[config.mk]
export PLATFORM = sky130hd
export DESIGN_NAME = piso_stream_flat
export DESIGN_NICKNAME = d
export VERILOG_FILES = /design/src/rtl/piso_stream_if.sv /design/src/rtl/piso_stream.sv /design/src/flat_wrapper.sv
export SDC_FILE = /design/constraint.sdc
export NUM_CORES = 1
export LEC_CHECK = 0
export ABC_AREA = 1
export CAP_MARGIN = 0
export CORE_UTILIZATION = 50
export DETAILED_ROUTE_END_ITERATION = 10
export PLACE_DENSITY = 0.83
export REMOVE_ABC_BUFFERS = 1
export SLEW_MARGIN = 20
export SYNTH_ARGS = -nofsm -noshare
export SYNTH_HDL_FRONTEND = slang
export SYNTH_SLANG_ARGS = --single-unit
[constraint.sdc]
create_clock -name i_clk -period 8.43 [get_ports i_clk]
set_input_delay 1.2645 -clock i_clk [delete_from_list [all_inputs] [get_ports i_clk]]
set_output_delay 1.2645 -clock i_clk [all_outputs]
set_load 0.05 [all_outputs]
[src/rtl/piso_stream_if.sv]
// -----------------------------------------------------------------------------
// piso_stream_if
// Handshake/bus bundle for the piso_stream word serializer.
//
// Signals (names are from the serializer's point of view):
//   i_load       load request from the producer
//   i_repeat     mode sampled with an accepted load (1 = repeat, 0 = one-shot)
//   i_data       NUM_WORDS packed words, word k at [k*DATA_WIDTH +: DATA_WIDTH]
//   o_load_ready serializer can accept a load this cycle
//   o_valid      o_data holds a valid word
//   i_ready      consumer accepts the current word
//   o_data       current word
//   o_index      index of the current word
//   o_last       current word is the final word of the set
//
// Modports:
//   slave  - the serializer itself
//   master - the producer/consumer side driving loads and ready
// -----------------------------------------------------------------------------
interface piso_stream_if #(
    parameter int DATA_WIDTH = 32,
    parameter int NUM_WORDS  = 3
) ();
    localparam int IDX_WIDTH = $clog2(NUM_WORDS);

    logic                            i_load;
    logic                            i_repeat;
    logic [DATA_WIDTH*NUM_WORDS-1:0] i_data;
    logic                            o_load_ready;
    logic                            o_valid;
    logic                            i_ready;
    logic [DATA_WIDTH-1:0]           o_data;
    logic [IDX_WIDTH-1:0]            o_index;
    logic                            o_last;

    modport slave (
        input  i_load,
        input  i_repeat,
        input  i_data,
        input  i_ready,
        output o_load_ready,
        output o_valid,
        output o_data,
        output o_index,
        output o_last
    );

    modport master (
        output i_load,
        output i_repeat,
        output i_data,
        output i_ready,
        input  o_load_ready,
        input  o_valid,
        input  o_data,
        input  o_index,
        input  o_last
    );
endinterface

[src/rtl/piso_stream.sv]
// -----------------------------------------------------------------------------
// piso_stream
// Parallel-in/serial-out word serializer. One accepted load captures
// NUM_WORDS words; they are then emitted one per accepted beat, word 0 first.
// One-shot mode returns to idle after the last word; repeat mode rotates
// through the captured words until the next load.
//
// Ports:
//   i_clk  clock, all logic on the rising edge
//   i_rst  synchronous active-high reset
//   bus    piso_stream_if slave modport (load, data, valid/ready stream)
// -----------------------------------------------------------------------------
module piso_stream #(
    parameter int DATA_WIDTH = 32,
    parameter int NUM_WORDS  = 3
) (
    input  logic          i_clk,
    input  logic          i_rst,
    piso_stream_if.slave  bus
);
    localparam int IDX_WIDTH = $clog2(NUM_WORDS);
    localparam logic [IDX_WIDTH-1:0] LAST_IDX = IDX_WIDTH'(NUM_WORDS - 1);

    typedef enum logic {
        ST_IDLE = 1'b0,
        ST_SEND = 1'b1
    } state_t;

    state_t                 state_q;
    logic [IDX_WIDTH-1:0]   index_q;
    logic                   repeat_q;
    logic [DATA_WIDTH-1:0]  words_q [NUM_WORDS];

    logic valid;
    logic last;
    logic beat;
    logic load_acc;

    assign valid    = (state_q == ST_SEND);
    // Explicit compare against NUM_WORDS-1 so non-power-of-two sizes wrap correctly.
    assign last     = valid & (index_q == LAST_IDX);
    assign beat     = valid & bus.i_ready;
    // A load is also taken on the final beat of a one-shot set, which lets
    // consecutive sets chain without a bubble.
    assign bus.o_load_ready = ~valid | repeat_q | (beat & last);
    assign load_acc = bus.i_load & bus.o_load_ready;

    assign bus.o_valid = valid;
    assign bus.o_index = index_q;
    assign bus.o_last  = last;
    // Index is held at 0 while idle, so idle output shows the stale word 0.
    assign bus.o_data  = words_q[index_q];

    // Sequencing state: a load takes priority over any coincident beat.
    always_ff @(posedge i_clk) begin
        if (i_rst) begin
            state_q  <= ST_IDLE;
            index_q  <= '0;
            repeat_q <= 1'b0;
        end else if (load_acc) begin
            state_q  <= ST_SEND;
            index_q  <= '0;
            repeat_q <= bus.i_repeat;
        end else if (beat) begin
            if (index_q == LAST_IDX) begin
                index_q <= '0;
                if (!repeat_q) begin
                    state_q <= ST_IDLE;
                end
            end else begin
                index_q <= index_q + 1'b1;
            end
        end
    end

    // Word capture registers, one per slot of the packed input.
    for (genvar gi = 0; gi < NUM_WORDS; gi++) begin : g_word
        always_ff @(posedge i_clk) begin
            if (i_rst) begin
                words_q[gi] <= '0;
            end else if (load_acc) begin
                words_q[gi] <= bus.i_data[gi*DATA_WIDTH +: DATA_WIDTH];
            end
        end
    end
endmodule

[src/flat_wrapper.sv]
// flat-port wrapper written by rule: the top's interface ports become plain ports
module piso_stream_flat 
#(
    parameter int DATA_WIDTH = 32,
    parameter int NUM_WORDS  = 3
)
  (i_clk, i_rst, bus_i_load, bus_i_repeat, bus_i_data, bus_i_ready, bus_o_load_ready, bus_o_valid, bus_o_data, bus_o_index, bus_o_last);
  piso_stream_if #(.DATA_WIDTH(DATA_WIDTH), .NUM_WORDS(NUM_WORDS)) bus_i ();
  input  logic i_clk;
  input  logic i_rst;
  input wire logic [$bits(bus_i.i_load)-1:0] bus_i_load;
  input wire logic [$bits(bus_i.i_repeat)-1:0] bus_i_repeat;
  input wire logic [$bits(bus_i.i_data)-1:0] bus_i_data;
  input wire logic [$bits(bus_i.i_ready)-1:0] bus_i_ready;
  output wire logic [$bits(bus_i.o_load_ready)-1:0] bus_o_load_ready;
  output wire logic [$bits(bus_i.o_valid)-1:0] bus_o_valid;
  output wire logic [$bits(bus_i.o_data)-1:0] bus_o_data;
  output wire logic [$bits(bus_i.o_index)-1:0] bus_o_index;
  output wire logic [$bits(bus_i.o_last)-1:0] bus_o_last;
  assign bus_i.i_load = bus_i_load;
  assign bus_i.i_repeat = bus_i_repeat;
  assign bus_i.i_data = bus_i_data;
  assign bus_i.i_ready = bus_i_ready;
  assign bus_o_load_ready = bus_i.o_load_ready;
  assign bus_o_valid = bus_i.o_valid;
  assign bus_o_data = bus_i.o_data;
  assign bus_o_index = bus_i.o_index;
  assign bus_o_last = bus_i.o_last;
  piso_stream #(.DATA_WIDTH(DATA_WIDTH), .NUM_WORDS(NUM_WORDS)) u_core (.i_clk(i_clk), .i_rst(i_rst), .bus(bus_i));
endmodule
# Word-level counts from Yosys, hierarchy flattened
# Memories as Yosys holds them, arrays and structs flattened. A register that Yosys moved wholly into a read port is not among the register bits.
# Cells that the tools add are included.
totals:
  register_bits: 4
  ramBits: 96
  out_inout_bits: 37
  memories: 1
mem_list:
  columns: ["name", "words", "word_bits", "rd", "rd_clocked_by_memory_dff", "wr", "line_no", "source"]
  rows:
  - ["u_core.words_q", 3, 32, 1, 1, 3, "piso_stream.sv:32", "logic [DATA_WIDTH-1:0] words_q [NUM_WORDS];"]
classes:
  n_addsub: 1
  eq_ne: 2
  muxes: 15
  n_bitwise: 10
  n_reduce_logical: 4
op_table:
  columns: ["op", "n"]
  rows:
  - ["two-way mux 32 bit", 3]
  - ["two-way mux 1 bit", 9]
  - ["two-way mux 2 bit", 3]
  - ["bitwise OR 1 bit", 5]
  - ["AND 1 bit", 4]
  - ["nonzero test 2 bit", 2]
  - ["AND reduction 3 bit", 1]
  - ["adder 2 x 1 -> 2 bit (second input constant)", 1]
  - ["equality test 2 bit (second input constant)", 1]
  - ["inequality test 2 bit (second input constant)", 1]
  - ["OR reduction 2 bit", 1]
  - ["inverter 1 bit", 1]

# Longest topological paths before layout
logic_depth:
  depth_word: 9
  depth_mapped: 7

# Worst setup path after synthesis
# No wires, ideal clock.
synth_timing:
  path_kind: "input to register"
  start: "input bus_i_ready"
  end: "memory u_core.words_q[0][0], enable pin"
  setup_time_ns: 0.459
  t_arrival_ns: 3.829
  required_time_ns: 7.971
  path_slack_ns: 4.142
  stages: 4
  path_buffers: 0
  path_cell_list: "nand3_1 > nand2_2 > nand2_1 > nand2_1"
synth_rtl:
  columns: ["item", "line_no", "source"]
  rows:
  - ["from (decl)", "flat_wrapper.sv:14", "input wire logic [$bits(bus_i.i_ready)-1:0] bus_i_ready;"]
  - ["to (decl)", "piso_stream.sv:32", null]

# Worst setup path in the final report
layout_timing:
  start: "input bus_i_ready"
  end: "output bus_o_load_ready"
layout_between:
  elab_chain_cells: 3
layout_rtl:
  columns: ["item", "line_no", "source"]
  rows:
  - ["AND 1 bit", "piso_stream.sv:42", "assign beat = valid & bus.i_ready;"]
  - ["AND 1 bit", "piso_stream.sv:45", "assign bus.o_load_ready = ~valid | repeat_q | (beat & last);"]
  - ["bitwise OR 1 bit", "piso_stream.sv:45", null]
  - ["to (decl)", "flat_wrapper.sv:15", "output wire logic [$bits(bus_i.o_load_ready)-1:0] bus_o_load_ready;"]
# No other way between the ends.

==> impl_metrics.yaml <==
cells_and_area:
  antennaDiodeCount: 0
  fillerInstances: 688
  fin_util_pct: 70.3
  drive_gt1_share_pct: 10.4
  area_growth_syn_to_layout_pct: 33.8
  nets: 704
power_and_ir_drop:
  netSwitchingFraction_pct: 26.6
  netSwitchingPower_mw: 0.293
  p_per_area_mw_per_mm2: 176
  p_leak_nw: 2.76
  ir_drop_mv: 0.0952
  comb_power_share_pct: 19.3
  p_clk_share_pct: 25.5
  fin_total_pwr_mw: 1.10
  intPower_mw: 0.808
  p_seq_share_pct: 55.2
worst_setup_path:
  crit_path_frequent_cell: "clkdlybuf4s50_1"
  worstRegToRegCells: 6
  crit_path_start: "bus_i_ready"
  path_max_fanout: 4
  crit_path_start_kind: "input pin"
  cp_top_family: "buffers and inverters"
  critPathMaxStageDelay_ps: 810
  r2r_slack_ps: 6250
  r2r_end: "u_core.words_q[2][5]$_SDFFCE_PN0P_"
  path_depth: 4
  critPathBufInv: 2
  cp-end-kind: "primary output"
  worst_path_max_delay_cell: "clkdlybuf4s50_1"
  worst-endpoint-arrival_ps: 2820
  r2r-start: "u_core.bus.o_valid$_SDFFE_PP0P_"
  cp_cell_sequence: "clkdlybuf4s50_1 -> nand3_1 -> nand2_2 -> clkdlybuf4s50_1"
  required_ps: 7170
  crit_type: "input pin to primary output"
clock_tree:
  htreeDepth: 3
  clockBufferDepth: 2
  tritoncts: "yes"
  hold_buffers: 0
  worstSkewPairLatency_ps: 350
  ctsResizeCount: 0
  root_buffer: "clkbuf_8"
  clock_sinks: 102
  cts_inserted_buffers: 9
  postCtsSetupRepairBufs: 0
  clk_pin_slew_ps: 90
run:
  maxCapViolations: 0
floorplan:
  dieArea_mm2: 0.00973
  start_util_pct: 52.5
  die_w_um: 98.6
  io_pins: 138
  die_h_um: 98.6
  fp-row-count: 34
  coreArea_mm2: 0.00889
drt:
  antenna_left: 0
  viasPerCell: 4.91
  vias: 3515
  wire_per_inst_um: 13.7
  drt_iter0_markers: 203
  drc: 0
  postRouteWirelength_mm: 9.78
  first_pass_iters: 4
logic_synthesis:
  ys_ff_latch: 102
  seq_area_frac_synth_pct: 64.3
  ys.flop_type: "edfxtp_1"
  synth_edf_count: 96
  postSynthCellCount: 476
  synth_most_common_cell: "inv_1"
  synth_largest_area_cell: "edfxtp_1"
  synth.cell_area_mm2: 0.00467
  avgSynthCellArea_um2: 9.81
  async_flop_share_pct: 0
  synth_area_leaders: "edfxtp_1 62%, inv_1 8.4%, nor2_1 7.6%"
  synth_cell_types: 17
  yosys.area.top_type_share_pct: 61.8
  yosysWarnings: 0
  netlist_top_cells_count: "104 x inv_1, 96 x edfxtp_1, 94 x nor2_1, 67 x a21oi_1, 40 x nor2_2"
timing:
  final.setup.tns_ps: 0
  setup_violations: 0
  setup_ws_ps: 4350
  hold_viol_final: 0
  drv_slew: 0
  skew_ps: 7.96
  tightest_slew_ps: 727
  fin_crit_sh_pct: 48.4
  fin_crit_ps: 4080
  whs_ps: 498
  rsz0062_at_grt: "false"
  relSlewSlack_pct: 51.5
  max_freq_mhz: 245
grt:
  grt_usage_pct: 20.9
  overflow: 0
  grt_max_degree: 99
  grt_pass1_vias: 3543
  antenna_found_initial: 0
  grt_pass1_wl_mm: 15.8
status:
  status: "complete, no violations"
place:
  dpl.hpwl_mm: 6.27
  place_ws_ps: 4350
  place.gp.congestion: 0.776
  port_buffers: 137
worst_hold_path:
  hold_end: "u_core.bus.o_valid$_SDFFE_PP0P_"
  worstHoldStart: "u_core.bus.o_valid$_SDFFE_PP0P_"
  whs_path_depth: 2
  hold_path_class: "register to register"
final cells by class:
| class | count | area, um2 | area share, % |
|---|---|---|---|
| inverter | 105 | 394 | 6.31 |
| multi-input combinational | 245 | 1140 | 18.3 |
| clock inverter | 3 | 17.5 | 0.280 |
| clock buffer | 13 | 159 | 2.54 |
| timing repair buffer | 140 | 1390 | 22.3 |
| tap | 108 | 135 | 2.16 |
| sequential | 102 | 3000 | 48.1 |
per-stage QoR:
step	area, um2	instances
after floorplan	4520	452
after global placement	6060	700
after detailed placement	6060	700
after CTS	6240	716
after global routing	6250	716
final	6250	716
flip-flops by register name, indices dropped and copies added, names as in the netlist, named ones only:
signal              count
u_core.words_q         96
u_core.repeat_q         1
u_core.bus.o_valid      1
u_core.bus.o_index      2
routing by layer:
metal	global-route usage [%]	part of all wire (%)
met1	24.7	41
met2	38.9	54
met3	3.26	4.6
met4	7.00	1.0
met5	0	0
cells by family after synthesis:
kind of cell           synth area share [%]
flip-flops                             64.3
AO/OA/AOI/OAI                          7.18
AND/OR/NAND/NOR                        16.8
buffers and inverters                  11.7
power by group through the flow:
stage / registers [mW] / clock network [mW] / logic, mW
2_1_floorplan: 0.622 / 0 / 0.114
3_3_place_gp: 0.617 / 0 / 0.209
3_5_place_dp: 0.620 / 0 / 0.212
4_1_cts: 0.609 / 0.285 / 0.213
5_1_grt: 0.611 / 0.305 / 0.226
6_report: 0.608 / 0.281 / 0.212
tightest hold or removal path, cell delays in order (launching register included):
cell and delay, ps:
dfxtp_1 340, nand2_1 70, a21oi_1 50
how the worst max path moves through the flow:
stage               slack, ps                                  to
CTS                      4340                    bus_o_load_ready
global placement         4380                    bus_o_load_ready
floorplan                4140  u_core.words_q[0][0]$_SDFFCE_PN0P_
finish                   4350                    bus_o_load_ready
detailed placement       4350                    bus_o_load_ready
global route             4300                    bus_o_load_ready
cell usage in the layout (no fill, tap or decap):
cell type | netlist | routed
clkdlybuf4s50_1 | 0 | 137
inv_1 | 104 | 102
edfxtp_1 | 96 | 96
nor2_1 | 94 | 94
a21oi_1 | 67 | 67
nor2_2 | 40 | 40
nand2_1 | 37 | 36
clkbuf_8 | 0 | 11
dfxtp_1 | 6 | 6
inv_2 | 1 | 3
buf_4 | 0 | 3
nand3_1 | 2 | 2
nand4_1 | 2 | 2
inv_4 | 0 | 2
clkbuf_1 | 13 | 2
nand2_2 | 1 | 1
nand2_8 | 0 | 1
nor3_1 | 1 | 1
nand3_4 | 0 | 1
clkinv_2 | 0 | 1
Note: power is estimated with default switching activity, not from simulation.
